--- config.mk ---
export PLATFORM = sky130hd
export DESIGN_NAME = seg7_scan_display
export DESIGN_NICKNAME = d
export VERILOG_FILES = /design/src/rtl/seg7_pkg.sv /design/src/rtl/seg7_hex_decode.sv /design/src/rtl/seg7_scan_display.sv
export SDC_FILE = /design/constraint.sdc
export NUM_CORES = 1
export LEC_CHECK = 0
export CAP_MARGIN = 5
export CORE_MARGIN = 1.5
export CORE_UTILIZATION = 45
export CTS_CLUSTER_SIZE = 12
export DETAILED_ROUTE_END_ITERATION = 10
export PLACE_DENSITY = 0.77
export RECOVER_POWER = 25
export SLEW_MARGIN = 20
export SYNTH_ARGS = -nofsm -noshare
export SYNTH_HDL_FRONTEND = slang
export SYNTH_SLANG_ARGS = --single-unit
--- constraint.sdc ---
create_clock -name clk -period 3.9 [get_ports clk]
set_input_delay 0.975 -clock clk [delete_from_list [all_inputs] [get_ports clk]]
set_output_delay 0.975 -clock clk [all_outputs]
set_load 0.005 [all_outputs]
--- src/rtl/seg7_pkg.sv ---
// Shared constants for the seven-segment scan display: the active-low hex
// glyph table and the "all dark" patterns for segments and anodes.
package seg7_pkg;

    // Segment bit order is {g,f,e,d,c,b,a}; a 0 lights the segment.
    localparam logic [6:0] HEX_SEG [16] = '{
        7'h40, 7'h79, 7'h24, 7'h30,   // 0 1 2 3
        7'h19, 7'h12, 7'h02, 7'h78,   // 4 5 6 7
        7'h00, 7'h10, 7'h08, 7'h03,   // 8 9 A b
        7'h46, 7'h21, 7'h06, 7'h0E    // C d E F
    };

    localparam logic [6:0] SEG_OFF = 7'h7F;
    localparam logic [7:0] AN_OFF  = 8'hFF;

endpackage

--- src/rtl/seg7_hex_decode.sv ---
// Combinational nibble to active-low seven-segment glyph lookup.
module seg7_hex_decode
    import seg7_pkg::*;
(
    input  logic [3:0] nibble,
    output logic [6:0] seg
);

    // Straight table lookup; the table already encodes active-low polarity.
    always_comb begin
        seg = HEX_SEG[nibble];
    end

endmodule

--- src/rtl/seg7_scan_display.sv ---
// Time-multiplexed 8-digit hex display driver with per-frame snapshot,
// optional leading-zero blanking and per-digit decimal points.
module seg7_scan_display
    import seg7_pkg::*;
#(
    parameter int REFRESH_DIV = 100_000,
    parameter int NUM_DIGITS  = 8
) (
    input  logic        clk,
    input  logic        reset,
    input  logic [31:0] value,
    input  logic        blank_lz,
    input  logic [7:0]  dp_mask,
    output logic [6:0]  seg,
    output logic        dp,
    output logic [7:0]  an
);

    localparam int         PCNT_W   = (REFRESH_DIV > 2) ? $clog2(REFRESH_DIV) : 1;
    localparam logic [PCNT_W-1:0] PCNT_LAST = PCNT_W'(REFRESH_DIV - 1);
    localparam logic [2:0] LAST_IDX = 3'(NUM_DIGITS - 1);

    logic [PCNT_W-1:0] pcnt_reg;
    logic [2:0]        idx_reg;
    logic [2:0]        idx_next;
    logic [31:0]       snap_val_reg;
    logic [31:0]       snap_val_next;
    logic [7:0]        snap_dp_reg;
    logic [7:0]        snap_dp_next;
    logic [7:0]        an_reg;
    logic [6:0]        seg_reg;
    logic              dp_reg;
    logic              tick;
    logic              blank_slot;
    logic [3:0]        cur_nibble;
    logic [6:0]        cur_glyph;
    logic [7:0]        digit_nz;

    assign tick = (pcnt_reg == PCNT_LAST);

    // Prescaler: one tick every REFRESH_DIV cycles marks a slot boundary.
    always_ff @(posedge clk or posedge reset) begin
        if (reset) begin
            pcnt_reg <= '0;
        end else if (tick) begin
            pcnt_reg <= '0;
        end else begin
            pcnt_reg <= pcnt_reg + 1'b1;
        end
    end

    // Next digit index and frame snapshot; the snapshot only refreshes when
    // the scan wraps to digit 0, so a frame never mixes two input words.
    always_comb begin
        idx_next      = idx_reg;
        snap_val_next = snap_val_reg;
        snap_dp_next  = snap_dp_reg;
        if (tick) begin
            idx_next = idx_reg + 3'd1;
            if (idx_reg == LAST_IDX) begin
                snap_val_next = value;
                snap_dp_next  = dp_mask;
            end
        end
    end

    // A digit is significant if it or any more-significant nibble is nonzero;
    // digit 0 is always significant so zero still shows as "0".
    assign digit_nz[0] = 1'b1;
    generate
        for (genvar gi = 1; gi < 8; gi++) begin : g_nz
            assign digit_nz[gi] = |snap_val_next[31:4*gi];
        end
    endgenerate

    assign cur_nibble = snap_val_next[{idx_next, 2'b00} +: 4];
    assign blank_slot = blank_lz & ~digit_nz[idx_next];

    seg7_hex_decode u_decode (
        .nibble (cur_nibble),
        .seg    (cur_glyph)
    );

    // Scan state: index and snapshot registers.
    always_ff @(posedge clk or posedge reset) begin
        if (reset) begin
            idx_reg      <= LAST_IDX;
            snap_val_reg <= '0;
            snap_dp_reg  <= '0;
        end else begin
            idx_reg      <= idx_next;
            snap_val_reg <= snap_val_next;
            snap_dp_reg  <= snap_dp_next;
        end
    end

    // Output registers load only at slot boundaries, from the post-tick index
    // and snapshot, so anode and segments switch together on one edge.
    always_ff @(posedge clk or posedge reset) begin
        if (reset) begin
            an_reg  <= AN_OFF;
            seg_reg <= SEG_OFF;
            dp_reg  <= 1'b1;
        end else if (tick) begin
            if (blank_slot) begin
                an_reg  <= AN_OFF;
                seg_reg <= SEG_OFF;
                dp_reg  <= 1'b1;
            end else begin
                an_reg  <= ~(8'b1 << idx_next);
                seg_reg <= cur_glyph;
                dp_reg  <= ~snap_dp_next[idx_next];
            end
        end
    end

    assign an  = an_reg;
    assign seg = seg_reg;
    assign dp  = dp_reg;

endmodule
==> impl_metrics.yaml, run 1 <==
finish:
  final_cell_mix: "nand2_1, clkdlybuf4s50_1, dfrtp_1, nor2_1, buf_4"
  n_antenna_cell: 0
  final_core_utilization_pct: 57.5
  drive_above_1_share_pct: 17.2
  fin_nets: 620
  final_common_cell: "nand2_1"
  largest_register_ffs: 32
  syn2layout_area_growth_pct: 22.6
  fill_cells: 848
drt:
  wl_per_cell_um: 17.5
  first_pass_iters: 5
  vias_per_cell: 5.82
  drcViolationCount: 0
  vias: 4112
  drt-initial-drc-count: 287
  ant_nets: 0
  wirelength_um: 12400
logic_synthesis:
  ys_async_sr_fraction_pct: 100
  synth-xor-area-share_pct: 2.65
  yosysTopAreaCell: "dfrtp_1"
  yosys_warnings: 0
  yosysSeqAreaShare_pct: 41.6
  avgSynthCellArea_um2: 9.31
  yosysTopAreaCellShare_pct: 30.8
  synth_top_flop_cell: "dfrtp_1"
  synth_edf_count: 0
  synth_top_family_by_area: "simple AND/OR/NAND/NOR gates"
  synth_seq_cells: 76
  netlist_top_cells_area: "dfrtp_1, dfstp_2, nand2_1"
  yosys.area_share.adder_pct: 2.16
  syn-cell-area_mm2: 0.00463
  synthCells: 497
  synth_mux_area_share_pct: 13.3
  yosys.area_share.simple_pct: 25.3
  yosysUniqueCellTypes: 68
  synth_fp_nets: 548
  synth-compound-area-share_pct: 11.0
clock_tree:
  cts.htree.levels: 3
  clk_pin_slew_ns: 0.08
  cts.sinks: 76
  clock-root-buffer: "clkbuf_8"
  insertion_delay_ns: 0.36
  cts_made_buffers: 9
  cts_tree: "yes"
  cts.path.max_buffers: 2
timing:
  slew_viol_final: 0
  clock.fmax_ghz: 0.269
  period_needed_ns: 3.71
  tns_ns: 0
  finClkSkew_ns: 0.0121
  rsz0062_at_grt: "no"
  tightestPinTransition_ns: 1.27
  hold_viol_final: 0
  setup_viol: 0
  max_slew_margin_pct: 15.5
  period_share_pct: 95.2
setup_path:
  crit_arrival_ns: 3.99
  max_stage_delay_ns: 0.58
  reg2reg_from: "pcnt_reg[8]$_DFF_PP0_"
  slowest_stage: "or4_4"
  required_ns: 4.18
  rrSetupSlack_ns: 0.19
  r2r_cells: 10
  crit_end: "seg[0]$_DFFE_PP1N_"
  cp-end-kind: "register"
  r2r_end: "seg[0]$_DFFE_PP1N_"
  worst-path-max-fanout: 19
  worstSetupStartpointType: "register"
  cp_cell_sequence: "or4_4 > or4_1 > buf_4 > buf_4 > a2111oi_0 > nor3_1 > o311a_1 > o221a_1 > nor4_1 > nor3_1"
  critical_path_class: "reg -> reg"
  crit_start: "pcnt_reg[8]$_DFF_PP0_"
pwr:
  total_power_mw: 1.48
  vdd_drop_max_v: 0.000191
  p_per_area_mw_per_mm2: 261
  cellLeakagePower_nw: 2.26
die:
  dieHeight_um: 104
  start_util_pct: 46.9
  ios: 59
  coreArea_mm2: 0.00986
  die_area_mm2: 0.0109
  rows: 36
  die_w_um: 104
global_route:
  grtUsageMet2_pct: 38.7
  grt_pass1_vias: 4144
  grt-busiest-layer: "met2"
  grt_pass1_wl_um: 20800
  grt_overflow_total: 0
  grt_start_max_net_pins: 33
  grt.met1_usage_pct: 31.5
  grt_usage_pct: 23.9
  grt_antenna_before_repair: 0
  grt_util_met3_pct: 4.07
placed_design:
  routabilityCongestion: 0.925
  portBuffers: 58
  dp_hpwl_um: 9030
status:
  status: "complete, no violations"
run:
  drv_cap: 0
worst_hold_path:
  hp-class: "reg -> reg"
==> synthesized netlist by cell type (5+ instances only) <==
cell type,number
o211ai_1,5
mux2_2,12
clkbuf_1,14
and2_1,5
nor2_1,31
dfrtp_1,57
inv_1,11
xor2_1,6
dfstp_2,19
o21ai_0,14
nor3_1,11
a21oi_1,16
mux2i_1,15
nor4_1,14
nand3_1,16
nand2_1,126
mux4_2,11
and3_1,6
buf_1,6
xnor2_1,8
ha_1,8
==> area by class of cell <==
cell class / count / area (um^2) / share of cell area, %
clock buffers: 11 / 131 / 2.32
clock inverters: 5 / 62.6 / 1.10
inverters: 14 / 52.6 / 0.927
multi-input cells: 381 / 2530 / 44.7
flip-flops and latches: 76 / 1930 / 34.0
well taps: 133 / 166 / 2.93
repair buffers: 87 / 800 / 14.1
==> routing by layer <==
metal  vias up  routed length [um]
met2       155                5800
met3        36                 719
met1      2008                5490
met5         -                   0
met4         0                 367
li1       1913                   -
==> metrics by stage <==
stage	std cells	hold slack, ns	area, um^2	setup slack (ns)
global placement	691	0.439	5470	0.278
finish	707	0.464	5670	0.187
floorplan	497	0.426	4630	0.136
global route	707	0.501	5670	0.0230
detailed placement	691	0.448	5470	0.157
CTS	707	0.468	5670	0.142
==> power by group <==
group | total [mW] | internal, mW | switching, mW
Sequential | 0.792 | 0.791 | 0.00114
Combinational | 0.0794 | 0.0429 | 0.0366
Clock | 0.607 | 0.298 | 0.309
Total | 1.48 | 1.13 | 0.347
==> worst min-delay path by stage <==
stage,start,endpoint,slack [ns],cells past startpoint
5_1_grt,snap_dp_reg[7]$_DFF_PP0_,snap_dp_reg[7]$_DFF_PP0_,0.50,2
2_1_floorplan,snap_dp_reg[7]$_DFF_PP0_,snap_dp_reg[7]$_DFF_PP0_,0.43,2
6_report,snap_dp_reg[0]$_DFF_PP0_,snap_dp_reg[0]$_DFF_PP0_,0.46,2
3_3_place_gp,snap_dp_reg[7]$_DFF_PP0_,snap_dp_reg[7]$_DFF_PP0_,0.44,2
4_1_cts,snap_dp_reg[7]$_DFF_PP0_,snap_dp_reg[7]$_DFF_PP0_,0.47,2
3_5_place_dp,snap_dp_reg[7]$_DFF_PP0_,snap_dp_reg[7]$_DFF_PP0_,0.45,2
==> what timing repair did <==
action,in CTS,in global routing
endpoints found under the setup margin,0,1
gates resized for setup,0,3
hold buffers,0,0
buffers inserted,0,0
==> critical path: cells and delay by family, from the launching register on <==
family | cells | cell delay [ns]
buf+inv | 2 | 0.41
compound gates | 3 | 1.13
flops | 1 | 0.39
simple gates | 5 | 1.70
==> cell families after synthesis <==
family	Yosys count
and+or+nand+nor	245
buffers and inverters	40
xor gates and xnor gates	14
DFF	76
muxes	42
adders and majority gates	8
AOI/OAI and AO/OA	72
No activity file was read; power rests on OpenSTA's default activity.
==> run 2, diff against run 1 <==
--- a/config.mk
+++ b/config.mk
@@ -5,6 +5,7 @@
 export SDC_FILE = /design/constraint.sdc
 export NUM_CORES = 1
 export LEC_CHECK = 0
+export ABC_CLOCK_PERIOD_IN_PS = 3900
 export CAP_MARGIN = 5
 export CORE_MARGIN = 1.5
 export CORE_UTILIZATION = 45
==> results of run 2 <==
The final DEF is identical to that of run 1; final timing and power are the same.
==> run 3, diff against run 2 <==
--- a/config.mk
+++ b/config.mk
@@ -11,8 +11,8 @@
 export CORE_UTILIZATION = 45
 export CTS_CLUSTER_SIZE = 12
 export DETAILED_ROUTE_END_ITERATION = 10
-export PLACE_DENSITY = 0.77
-export RECOVER_POWER = 25
+export PLACE_DENSITY = 0.76
+export RECOVER_POWER = 100
 export SLEW_MARGIN = 20
 export SYNTH_ARGS = -nofsm -noshare
 export SYNTH_HDL_FRONTEND = slang
==> run 3 against run 2 <==
Compared with the run above: the run now ends with max-capacitance violations, max-slew violations left; highest routed layer unchanged; core utilization increased by 0.25 points; via count decreased by 0.51%; non-clock buffer count unchanged; count of clock-buffer cells in the layout decreased by 2; critical endpoint unchanged; global-route usage about the same; sequential power about the same; maximum frequency increased by 0.97%; first-iteration DRC count increased by 0.35%; largest cell class unchanged.
==> impl_metrics.yaml, run 3 (synthesis gave the netlist of run 1 again) <==
status:
  status: "finished with violations"
  violations: "max-capacitance violations, max-slew violations"
placed_design:
  dp_hpwl_um: 9240
  dpl_worst_slack_ns: 0.0361
  portBuffers: 58
  routabilityCongestion: 0.966
  place_area_mm2: 0.00549
die:
  coreArea_mm2: 0.00986
  start_util_pct: 46.9
  die_area_mm2: 0.0109
  ios: 59
  die_w_um: 104
  rows: 36
  dieHeight_um: 104
timing:
  timing.hold.ws_ns: 0.470
  finClkSkew_ns: 0.0141
  period_share_pct: 94.3
  slew_viol_final: 41
  max_slew_margin_pct: -0.156
  clock.fmax_ghz: 0.272
  period_needed_ns: 3.68
  tns_ns: 0
  setup_viol: 0
  fin_ws_ns: 0.222
  tightestPinTransition_ns: 1.50
  hold_viol_final: 0
  rsz0062_at_grt: "no"
clock_tree:
  clk_pin_slew_ns: 0.09
  cts.sinks: 76
  cts.path.max_buffers: 2
  cts_hold_buffers: 0
  cts_made_buffers: 9
  insertion_delay_ns: 0.36
  cts.htree.levels: 3
  clock-root-buffer: "clkbuf_8"
  cts_tree: "yes"
  post_cts_buffers: 0
  cts-resized-gates: 0
finish:
  final_common_cell: "nand2_1"
  drive_above_1_share_pct: 16.0
  largest_register_ffs: 32
  final_core_utilization_pct: 57.7
  stdcell_area_mm2: 0.00570
  final_cell_mix: "nand2_1, dfrtp_1, clkdlybuf4s50_1, nor2_1, buf_4"
  fin_nets: 620
  n_antenna_cell: 0
  syn2layout_area_growth_pct: 23.1
drt:
  drt-initial-drc-count: 288
  drcViolationCount: 0
  wl_per_cell_um: 17.6
  vias_per_cell: 5.79
  vias: 4091
  wirelength_um: 12500
  ant_nets: 0
  first_pass_iters: 4
global_route:
  grt_start_max_net_pins: 41
  grt_usage_pct: 23.9
  grt_overflow_total: 0
  grt_pass1_vias: 4137
  grt_pass1_wl_um: 20700
  grt_antenna_before_repair: 0
setup_path:
  crit_arrival_ns: 3.96
  max_stage_delay_ns: 0.60
  path_depth: 15
  slowest_stage: "or4_4"
  crit_end: "seg[0]$_DFFE_PP1N_"
  rrSetupSlack_ns: 0.22
  cp_cell_sequence: "or4_4 > or4_4 > buf_6 > or3_1 > o2111ai_1 > o32ai_1 > nor2_1 > inv_1 > ha_2 > inv_1 > nand2_1 > nor4_1 > a21oi_1 > a221oi_1 > nor3_1"
  crit_start: "pcnt_reg[8]$_DFF_PP0_"
  worst-path-max-fanout: 25
  r2r_cells: 15
  r2r_end: "seg[0]$_DFFE_PP1N_"
  reg2reg_from: "pcnt_reg[8]$_DFF_PP0_"
  critical_path_buf_inv_count: 3
  required_ns: 4.19
  worstSetupStartpointType: "register"
  cp-end-kind: "register"
  critical_path_class: "reg -> reg"
  crit_family: "simple AND/OR/NAND/NOR gates"
pwr:
  cellLeakagePower_nw: 2.28
  vdd_drop_max_v: 0.000163
  p_per_area_mw_per_mm2: 276
worst_hold_path:
  min_from: "snap_dp_reg[0]$_DFF_PP0_"
  hp-class: "reg -> reg"
run:
  drv_cap: 1
## run 3: cell count changes in the layout (fill, tap and decap cells not counted), sizes merged
cell           change
buf                -3
inv                +3
dlygate4sd3       +13
clkdlybuf4s50     -13
bufinv             +1
clkbuf             +1
clkinv             -2
## run 3: how the worst min path moves through the flow
| stage | endpoint | cells past startpoint | slack, ns |
|---|---|---|---|
| 2_1_floorplan | snap_dp_reg[7]$_DFF_PP0_ | 2 | 0.43 |
| 3_3_place_gp | snap_dp_reg[7]$_DFF_PP0_ | 2 | 0.44 |
| 3_5_place_dp | snap_dp_reg[7]$_DFF_PP0_ | 2 | 0.45 |
| 4_1_cts | snap_dp_reg[7]$_DFF_PP0_ | 2 | 0.47 |
| 5_1_grt | snap_dp_reg[2]$_DFF_PP0_ | 2 | 0.50 |
| 6_report | snap_dp_reg[0]$_DFF_PP0_ | 2 | 0.47 |
## run 3: where the power goes
group	switching [mW]	internal (mW)
sequential	0.000938	0.791
combinational	0.0356	0.0420
clock	0.331	0.371
total	0.368	1.20
## run 3: metrics by stage
step	std cells	power [mW]
finish	707	1.57
global route	707	1.62
CTS	707	1.58
detailed placement	691	0.888
global placement	691	0.887
floorplan	497	0.822
## run 3: area by class of cell
class,instances,area (um^2)
Fill cell,865,4170
Multi-Input combinational cell,381,2530
Sequential cell,76,1930
Timing Repair Buffer,87,793
Tap cell,133,166
Clock buffer,9,124
Clock inverter,7,106
Inverter,14,52.6
## run 3: layer usage
layer | part of all wire [%] | up-vias | global-route usage, %
li1 | - | 1913 | -
met1 | 43 | 2017 | 30.2
met2 | 50 | 134 | 41.1
met3 | 4.2 | 27 | 3.70
met4 | 2.5 | 0 | 9.33
met5 | 0 | - | 0
## run 3: worst min-delay path: cells and delay by family (launching register included)
kind / cells / cell delay (ns)
flip-flops: 1 / 0.33
AND/OR/NAND/NOR: 2 / 0.10
